`config.mk`:
```
export PLATFORM = sky130hd
export DESIGN_NAME = sprite_blitter
export DESIGN_NICKNAME = d
export VERILOG_FILES = /design/src/rtl/sprite_blitter.sv
export SDC_FILE = /design/constraint.sdc
export NUM_CORES = 1
export LEC_CHECK = 0
export CAP_MARGIN = 20
export CORE_MARGIN = 10
export CORE_UTILIZATION = 50
export CTS_CLUSTER_DIAMETER = 30
export DETAILED_ROUTE_END_ITERATION = 7
export PLACE_DENSITY = 0.85
export SLEW_MARGIN = 5
export SYNTH_ARGS = -nofsm -noshare
export SYNTH_HDL_FRONTEND = slang
export SYNTH_SLANG_ARGS = --single-unit
```
`constraint.sdc`:
```
create_clock -name Clk -period 3.6 [get_ports Clk]
set_clock_uncertainty 0.1 [all_clocks]
set_input_delay 0.54 -clock Clk [delete_from_list [all_inputs] [get_ports Clk]]
set_output_delay 0.54 -clock Clk [all_outputs]
set_load 0.01 [all_outputs]
```
`src/rtl/sprite_blitter.sv`:
```
// Sprite draw engine: walks a sprite in a 1-cycle-latency ROM and writes opaque, on-screen pixels to the frame buffer.
// Define SPRITE_MIRROR_EN to add the mirror_x port, which draws the sprite horizontally flipped.
module sprite_blitter #(
    parameter int ADDR_WIDTH      = 12,
    parameter int SPRITE_W        = 16,
    parameter int SPRITE_H        = 16,
    parameter int SCREEN_W        = 320,
    parameter int SCREEN_H        = 240,
    parameter int TRANSPARENT_IDX = 0
) (
    input  logic                  Clk,
    input  logic                  Reset,
    input  logic                  start,
    input  logic [ADDR_WIDTH-1:0] sprite_base,
    input  logic [9:0]            pos_x,
    input  logic [8:0]            pos_y,
`ifdef SPRITE_MIRROR_EN
    input  logic                  mirror_x,
`endif
    output logic                  busy,
    output logic                  done,
    output logic [ADDR_WIDTH-1:0] rom_addr,
    input  logic [3:0]            rom_data,
    output logic                  fb_we,
    output logic [9:0]            fb_x,
    output logic [8:0]            fb_y,
    output logic [3:0]            fb_data
);
    localparam int COL_W = (SPRITE_W > 1) ? $clog2(SPRITE_W) : 1;
    localparam int ROW_W = (SPRITE_H > 1) ? $clog2(SPRITE_H) : 1;
    localparam logic [COL_W-1:0] COL_LAST = COL_W'(SPRITE_W - 1);
    localparam logic [ROW_W-1:0] ROW_LAST = ROW_W'(SPRITE_H - 1);

    typedef enum logic [1:0] {S_IDLE, S_FETCH, S_DRAIN, S_DONE} state_t;

    state_t                state;
    state_t                state_next;
    logic                  accept;
    logic                  fetch;
    logic                  last_addr;
    logic [ADDR_WIDTH-1:0] base_q;
    logic [9:0]            x_q;
    logic [8:0]            y_q;
    logic [COL_W-1:0]      col;
    logic [ROW_W-1:0]      row;
    logic [COL_W-1:0]      col_term;
    logic                  pipe_valid;
    logic [COL_W-1:0]      pipe_col;
    logic [ROW_W-1:0]      pipe_row;
    logic [10:0]           x_sum;
    logic [9:0]            y_sum;

    // NOTE: registers use <= so every flop samples pre-edge values regardless of block order.
    always_ff @(posedge Clk) begin
        if (Reset) begin
            state <= S_IDLE;
        end else begin
            state <= state_next;
        end
    end

    // NOTE: each always_comb assigns defaults first so no path can infer a latch.
    always_comb begin
        state_next = state;
        case (state)
            S_IDLE:  if (start) state_next = S_FETCH;
            S_FETCH: if (last_addr) state_next = S_DRAIN;
            S_DRAIN: state_next = S_DONE;
            S_DONE:  state_next = S_IDLE;
            default: state_next = S_IDLE;
        endcase
    end

    always_comb begin
        busy   = 1'b1;
        done   = 1'b0;
        fetch  = 1'b0;
        accept = 1'b0;
        case (state)
            S_IDLE: begin
                busy   = 1'b0;
                accept = start;
            end
            S_FETCH: fetch = 1'b1;
            S_DONE:  done  = 1'b1;
            default: ;
        endcase
    end

    assign last_addr = (col == COL_LAST) && (row == ROW_LAST);

    // Pipeline stage lines up the issued coordinate with the ROM's registered data.
    always_ff @(posedge Clk) begin
        if (Reset) begin
            base_q     <= '0;
            x_q        <= '0;
            y_q        <= '0;
            col        <= '0;
            row        <= '0;
            pipe_valid <= 1'b0;
            pipe_col   <= '0;
            pipe_row   <= '0;
        end else begin
            pipe_valid <= fetch;
            if (fetch) begin
                pipe_col <= col;
                pipe_row <= row;
            end
            if (accept) begin
                base_q <= sprite_base;
                x_q    <= pos_x;
                y_q    <= pos_y;
                col    <= '0;
                row    <= '0;
            end else if (fetch) begin
                if (col == COL_LAST) begin
                    col <= '0;
                    row <= (row == ROW_LAST) ? '0 : row + ROW_W'(1);
                end else begin
                    col <= col + COL_W'(1);
                end
            end
        end
    end

`ifdef SPRITE_MIRROR_EN
    logic mirror_q;

    always_ff @(posedge Clk) begin
        if (Reset) begin
            mirror_q <= 1'b0;
        end else if (accept) begin
            mirror_q <= mirror_x;
        end
    end

    // Only the ROM column is flipped; screen placement still uses col.
    assign col_term = mirror_q ? (COL_LAST - col) : col;
`else
    assign col_term = col;
`endif

    assign rom_addr = fetch ? (base_q + ADDR_WIDTH'(row) * ADDR_WIDTH'(SPRITE_W) + ADDR_WIDTH'(col_term))
                            : '0;

    // Sums are one bit wider than the position so off-screen pixels cannot wrap back on.
    assign x_sum   = {1'b0, x_q} + 11'(pipe_col);
    assign y_sum   = {1'b0, y_q} + 10'(pipe_row);
    assign fb_we   = pipe_valid && (rom_data != 4'(TRANSPARENT_IDX))
                     && (x_sum < 11'(SCREEN_W)) && (y_sum < 10'(SCREEN_H));
    assign fb_x    = fb_we ? x_sum[9:0] : '0;
    assign fb_y    = fb_we ? y_sum[8:0] : '0;
    assign fb_data = fb_we ? rom_data : '0;

endmodule

```
==> impl_results.rst, run 1 <==
.. list-table::
   :header-rows: 1

   * - Metric
     - Value
   * - Status
     - complete, no violations
   * - Crit path max-delay cell type
     - sky130_fd_sc_hd__fa_2
   * - Total vias in the final route
     - just over 3000
   * - Worst slack at placement
     - -0.0271 ns
   * - Total inserted antenna cells
     - 0
   * - Residual DRC count
     - 0
   * - TritonCTS sink count
     - 50
   * - Most used routing layer in global routing
     - met2
   * - Placer congestion estimate
     - between 0.8 and 0.9
   * - Area added between synthesis and finish
     - 29.4%
   * - Achievable Freq
     - 0.285 GHz
   * - Routed wire per std cell
     - 15.5 um
   * - Number of buffers on the longest clock path
     - 2
   * - Slowest Stage Delay on Critical Path
     - just under 0.4 ns
   * - Clock transition at path regs
     - about 0.09 ns
   * - Destination of the worst hold path
     - x_q[2]
   * - Vias in the first global route
     - approximately 3100
   * - Met1 demand-to-capacity share in global routing
     - 0.193
   * - Final hold violation count
     - 0
   * - Number of inserted filler cells in the final layout
     - approximately 540
   * - Gr ovfl total
     - 0
   * - Critical Path Most Common Cell
     - sky130_fd_sc_hd__buf_4
   * - Number of flops mapped to enable cells by yosys
     - 0
   * - Min-Delay Path Class
     - flip-flop to flip-flop
   * - Total core area
     - 6350 um2
   * - Gate count of the mapped netlist
     - about 410
   * - Worst Reg-to-Reg Cells
     - 6
   * - Cts bufs inserted
     - 5
   * - Primary flip-flop cell chosen by synthesis mapping
     - sky130_fd_sc_hd__dfxtp_1
   * - Top cell family by delay on the critical path
     - buffers and inverters
   * - CP endpoint kind
     - output pin
   * - Total Negative Setup Slacks
     - 0 ns
   * - Number of antenna violations at the first check in global routing
     - 0
   * - Required time of the critical path
     - 2.96 ns
   * - Port bufs
     - 73
   * - Share of post-route cells with drive strength above 1
     - 0.127
   * - Maximum Capacitance Violations
     - 0
   * - Met2 demand-to-capacity share in global routing
     - 0.293
   * - Floorplan row count
     - 29
   * - Global-route wire length before repair
     - approximately 14000 um
   * - Avg Synthesized Cell Area
     - 8.04 um2
   * - Hold Path Depth
     - 2
   * - Post-detailed-route via-to-cell ratio
     - 5.54
   * - Netlist area before placement
     - 3260 um2
   * - Data arrival time of the critical path
     - 2.86 ns
   * - Slack of the worst reg-to-reg path
     - between 1.5 and 2 ns
   * - Proportion of synthesized chip area in sequential cells
     - 0.307
   * - Count of routing violations after the opening detailed-route iteration
     - 121
   * - Final min period
     - 3.50 ns
   * - Clock tree root driver cell
     - sky130_fd_sc_hd__clkbuf_8
   * - Detailed-routing iteration count for the pre-antenna-repair pass
     - 4
   * - Fraction of synthesis flops using an asynchronous set or reset pin
     - 0
   * - Largest fanout of any net on the critical path
     - 8
   * - Most common cell after layout, fill and taps aside
     - sky130_fd_sc_hd__nand2_1
   * - Period Utilization, post-route
     - 0.973
   * - Worst flop-to-flop path startpoint
     - state[0]
   * - Number of distinct library cells after synthesis
     - 49
   * - Die Footprint
     - 10200 um2
   * - Critical path start-end classification
     - flip-flop to output pin
   * - Hold WS
     - between 0.3 and 0.4 ns
   * - Endpoint of the worst register-to-register path
     - x_q[7]
   * - Drt total wl
     - 8690 um
   * - Total GRT Usage
     - 0.167
   * - Pwr dens
     - 462 nW/um2
   * - Final number of max-transition violations
     - 0
   * - Synthesis warning total
     - 0
   * - Static leakage
     - 0.00169 uW
   * - Pin count of the biggest net entering global routing
     - 29
   * - # hold bufs at CTS
     - 0
   * - Number of nets still failing antenna checks after routing
     - 0
   * - RSZ-0062 raised after global routing
     - yes
   * - Worst path cell trace
     - ha_1 -> fa_2 -> a211oi_4 -> buf_4 -> o21ai_0 -> mux2_2 -> o211ai_1 -> buf_12 -> buf_4 -> nor3_2 -> dlygate4sd2_1
   * - Clock Latency Late Sink
     - 0.31 ns
   * - Ports
     - 76
   * - Slew margin rel.
     - 0.423
   * - TritonCTS clock tree
     - built
   * - Number of nets in the finished design
     - 545
   * - Beginning of the critical path
     - y_q[0]
   * - Horiz. Die Dim
     - 101 um
   * - Largest voltage drop on the vdd net
     - 0.267 mV
   * - Category of the worst setup path launch point
     - flip-flop
   * - Setup-failing EPs final
     - 0
   * - Buffers & Inverters on Critical Path
     - 4
   * - Die height
     - 101 um
   * - Met3 Track Usage GR
     - 0.0432
   * - Transition time at the pin with the least slew margin
     - 0.865 ns
   * - Worst Min Path Start
     - x_q[2]
   * - Effective utilization at floorplan
     - 0.514
   * - Commonest cells after routing, fill and taps aside
     - 77 x sky130_fd_sc_hd__nand2_1, 51 x sky130_fd_sc_hd__clkdlybuf4s50_1, 50 x sky130_fd_sc_hd__dfxtp_1, 41 x sky130_fd_sc_hd__nor2_1, 40 x sky130_fd_sc_hd__a21oi_1
   * - Worst setup margin
     - about 0.096 ns
   * - Count of H-tree levels built during CTS
     - 2
   * - Post-DP HPWL
     - 6520 um
   * - Synthesis-stage register bit count
     - 50
## kinds of logic after synthesis
kind of cell             Yosys count  synth area share
AND/OR/NAND/NOR                  173             0.269
AO/OA/AOI/OAI                     85             0.167
flip-flops                        50             0.307
buffers and inverters             37            0.0529
adder cells (fa/ha/maj)           26             0.107
XOR/XNOR                          23            0.0617
multiplexers                      11            0.0356
other                              1           0.00115
## metal layers
metal | vias up | part of all wire
li1 | 1555 | -
met1 | 1437 | 0.42
met2 | 96 | 0.50
met3 | 11 | 0.063
met4 | 0 | 0.013
met5 | - | 0
## how the worst max path moves through the flow
stage	end	slack [ns]	depth (start not counted)
floorplan	fb_x[3]	0.66	8
global placement	fb_y[3]	0.1	8
detailed placement	fb_y[3]	-0.03	8
CTS	rom_addr[11]	0.03	7
global route	rom_addr[11]	-0.006	7
finish	fb_x[4]	0.1	11
## what timing repair did
action | CTS | global route
pin swaps | 3 | 3
setup endpoints to repair | 22 | 17
cloned | 3 | 0
setup buffers | 7 | 0
gates resized for setup | 28 | 10
## tightest hold or removal path: stages, from the launching register on
cell                      delay, ns
sky130_fd_sc_hd__dfxtp_1       0.32
sky130_fd_sc_hd__nand2_1       0.05
sky130_fd_sc_hd__a21oi_1       0.05
## where the power goes
| part | switching (uW) | total, uW | internal (uW) |
|---|---|---|---|
| registers | 99.4 | 744 | 645 |
| logic | 498 | 878 | 380 |
| clock network | 191 | 328 | 137 |
| total | 788 | 1950 | 1160 |
## synthesized netlist by cell type, drive strengths merged, types with 3 or more instances
cell    number  area [um2]
buf         11        75.1
and3         5        31.3
nor2        41         154
nor3        24         221
o211ai       4        30.0
nor2b        3        18.8
o21ai       11        55.1
mux2i        9        90.1
a211oi      10        97.6
a21oi       41         205
o21bai       3        22.5
a21o         5        37.5
nand4        7        43.8
fa           3        60.1
xor2        13         114
nand2       77         289
dfxtp       50        1000
and2         3        18.8
ha          23         288
nand4b       3        26.3
inv         13        48.8
xnor2       10        87.6
clkbuf      12        45.0
nand3        3        15.0
## sequential cells by signal, indices dropped and copies added (netlist names)
register    flops
base_q         12
col             4
pipe_col        4
pipe_row        4
pipe_valid      1
row             4
state           2
x_q            10
y_q             9
## stage by stage
stage	instance area (um2)	total power (uW)	instances	util
6_report	4220	1950	559	0.665
5_1_grt	4220	2080	559	0.665
4_1_cts	4210	1940	559	0.663
3_5_place_dp	4040	1580	541	0.636
3_3_place_gp	4040	1550	541	0.636
2_1_floorplan	3270	1310	407	-
## cell type report
| class | instances | area, um2 | area share |
|---|---|---|---|
| clock inverter | 3 | 21.3 | 0.00504 |
| multi-input combinational | 323 | 2170 | 0.515 |
| tap | 77 | 96.3 | 0.0228 |
| timing repair buffer | 87 | 810 | 0.192 |
| sequential | 50 | 1000 | 0.237 |
| clock buffer | 5 | 68.8 | 0.0163 |
| inverter | 14 | 52.6 | 0.0124 |
Power figures use the tool's default switching activity.
==> run 2, diff against run 1 <==
- CELL_PAD_IN_SITES_DETAIL_PLACEMENT: not set -> 2
- CELL_PAD_IN_SITES_GLOBAL_PLACEMENT: not set -> 2
- CORE_MARGIN: 10 -> 5
- CORE_UTILIZATION: 50 -> 29
- PLACE_DENSITY: 0.85 -> 0.86
==> impl_results.rst, run 2 (same netlist as run 1, synthesis figures left out) <==
.. list-table::
   :header-rows: 1

   * - Metric
     - Value
   * - TritonCTS clock tree
     - built
   * - Hold WS
     - 0.376 ns
   * - Top reg by flops
     - base_q
   * - Largest registers in the final layout
     - base_q x12, x_q x10, y_q x9
   * - Non-filler cells in the finished layout
     - 631
   * - Hold Path Depth
     - 2
   * - Critical Path Most Common Cell
     - sky130_fd_sc_hd__buf_4
   * - Setup-failing EPs final
     - 0
   * - Ports
     - 76
   * - Number of nets still failing antenna checks after routing
     - 0
   * - Horiz. Die Dim
     - between 100 and 150 um
   * - Detailed-routing iteration count for the pre-antenna-repair pass
     - 4
   * - Final min period
     - 3.55 ns
   * - Largest register FFs
     - 12
   * - Placed cell count
     - 608
   * - Vias in the first global route
     - 3629
   * - Worst flop-to-flop path startpoint
     - state[1]
   * - Maximum Capacitance Violations
     - 0
   * - Number of inserted filler cells in the final layout
     - around 1300
   * - Number of nets in the finished design
     - roughly 550
   * - Placed Instance Area
     - 4150 um2
   * - Min-Delay Path Class
     - flip-flop to flip-flop
   * - Worst Reg-to-Reg Cells
     - 9
   * - Count of H-tree levels built during CTS
     - 2
   * - Beginning of the critical path
     - y_q[0]
   * - Status
     - complete, no violations
   * - Residual DRC count
     - 0
   * - Drt total wl
     - 11600 um
   * - Endpoint of the worst register-to-register path
     - row[3]
   * - Cts bufs inserted
     - 5
   * - Worst Min Path Start
     - x_q[2]
   * - Clock transition at path regs
     - ~0.070 ns
   * - Crit path max-delay cell type
     - sky130_fd_sc_hd__fa_2
   * - Critical path start-end classification
     - flip-flop to output pin
   * - Worst path cell trace
     - ha_2 -> fa_2 -> a211oi_4 -> buf_4 -> o21ai_0 -> mux2_2 -> o211ai_1 -> buf_4 -> buf_6 -> nor3_2 -> dlygate4sd2_1
   * - CP endpoint kind
     - output pin
   * - Largest fanout of any net on the critical path
     - 11
   * - Slowest Stage Delay on Critical Path
     - 0.42 ns
   * - Pwr dens
     - 499 nW/um2
   * - Category of the worst setup path launch point
     - flip-flop
   * - Global-route wire length before repair
     - 18400 um
   * - Number of antenna violations at the first check in global routing
     - 0
   * - Final hold violation count
     - 0
   * - Die height
     - 116 um
   * - Total core area
     - ~11000 um2
   * - Largest voltage drop on the vdd net
     - 0.220 mV
   * - Commonest cells after routing, fill and taps aside
     - 77 x sky130_fd_sc_hd__nand2_1, 51 x sky130_fd_sc_hd__clkdlybuf4s50_1, 50 x sky130_fd_sc_hd__dfxtp_1, 41 x sky130_fd_sc_hd__nor2_1, 41 x sky130_fd_sc_hd__a21oi_1
   * - Static leakage
     - 0.00173 uW
   * - Clock Latency Late Sink
     - roughly 0.29 ns
   * - Clock tree root driver cell
     - sky130_fd_sc_hd__clkbuf_16
   * - Share of post-route cells with drive strength above 1
     - 0.155
   * - Slack of the worst reg-to-reg path
     - 1.42 ns
   * - Routed wire per std cell
     - 18.3 um
   * - Area added between synthesis and finish
     - 34.6%
   * - Final standard cell area without fillers
     - 4390 um2
   * - Total GRT Usage
     - 0.171
   * - Effective utilization at floorplan
     - 0.299
   * - Most common cell after layout, fill and taps aside
     - sky130_fd_sc_hd__nand2_1
   * - Post-detailed-route via-to-cell ratio
     - a little over 5
   * - Total inserted antenna cells
     - 0
   * - Port bufs
     - 73
   * - TritonCTS sink count
     - 50
   * - Post-DP HPWL
     - 8410 um
   * - Total vias in the final route
     - 3237
   * - Achievable Freq
     - 0.282 GHz
   * - Floorplan row count
     - 38
   * - Placer congestion estimate
     - 0.852
   * - Final number of max-transition violations
     - 0
   * - Data arrival time of the critical path
     - 2.91 ns
   * - Required time of the critical path
     - 2.96 ns
   * - Pin count of the biggest net entering global routing
     - 43
   * - Die Footprint
     - roughly 13000 um2
   * - Destination of the worst hold path
     - x_q[2]
   * - Gr ovfl total
     - 0
   * - Period Utilization, post-route
     - 0.985
   * - Count of routing violations after the opening detailed-route iteration
     - 79
   * - Number of buffers on the longest clock path
     - 2
-- run 2: worst max-delay path: cells and delay by family, from the launching register on --
| family | cells | cell delay (ns) |
|---|---|---|
| AOI/OAI and AO/OA | 3 | 0.52 |
| adders and majority gates | 2 | 0.64 |
| buffers and inverters | 4 | 0.80 |
| DFF | 1 | 0.32 |
| muxes | 1 | 0.28 |
| and+or+nand+nor | 1 | 0.05 |
-- run 2: routing by layer --
| layer | share of wire | GRT usage | vias to the layer above |
|---|---|---|---|
| li1 | - | - | 1566 |
| met1 | 0.40 | 0.189 | 1591 |
| met2 | 0.55 | 0.336 | 61 |
| met3 | 0.029 | 0.0264 | 19 |
| met4 | 0.023 | 0.0433 | 0 |
| met5 | 0 | 0 | - |
-- run 2: how the worst max path moves through the flow --
stage / slack (ns) / end / cells past startpoint
final: 0.05 / fb_x[6] / 11
after global routing: -0.03 / fb_we / 11
after CTS: 0.003 / fb_y[4] / 9
after detailed placement: -0.04 / fb_y[4] / 9
after global placement: 0.10 / fb_x[7] / 9
after floorplan: 0.66 / fb_x[3] / 8
-- run 2: what timing repair did --
action | CTS | global route
gates cloned | 1 | 0
pin swaps | 4 | 3
hold buffers | 0 | 0
endpoints found under the setup margin | 22 | 22
buffers inserted | 8 | 6
resized for setup | 29 | 21
-- run 2: where the power goes --
| group | leakage, uW | total (uW) | internal, uW | switching, uW |
|---|---|---|---|---|
| logic | 0.00125 | 944 | 404 | 540 |
| clock network | 0.0000729 | 496 | 276 | 220 |
| registers | 0.000408 | 752 | 645 | 107 |
| total | 0.00173 | 2190 | 1330 | 867 |
-- run 2: area by class of cell --
type	instances	area, um2	area share
inverters	14	52.6	0.0120
flip-flops and latches	50	1000	0.228
multi-input cells	321	2130	0.486
well taps	140	175	0.0399
repair buffers	98	880	0.200
clock inverters	2	12.5	0.00285
clock buffers	6	139	0.0316
-- run 2: per-stage QoR --
stage	total power (uW)	setup TNS (ns)	setup slack, ns	util
5_1_grt	2340	-0.0931	-0.0320	0.402
3_5_place_dp	1660	-0.0448	-0.0442	0.379
3_3_place_gp	1610	0	0.105	0.379
6_report	2190	0	0.0523	0.402
2_1_floorplan	1310	0	0.662	-
4_1_cts	2180	0	0.00320	0.399
==> run 3, diff against run 2 <==
- CAP_MARGIN: 20 -> 10
- CTS_CLUSTER_SIZE: not set -> 30
==> results of run 3 <==
The final DEF is identical to that of run 2; final timing and power are the same.
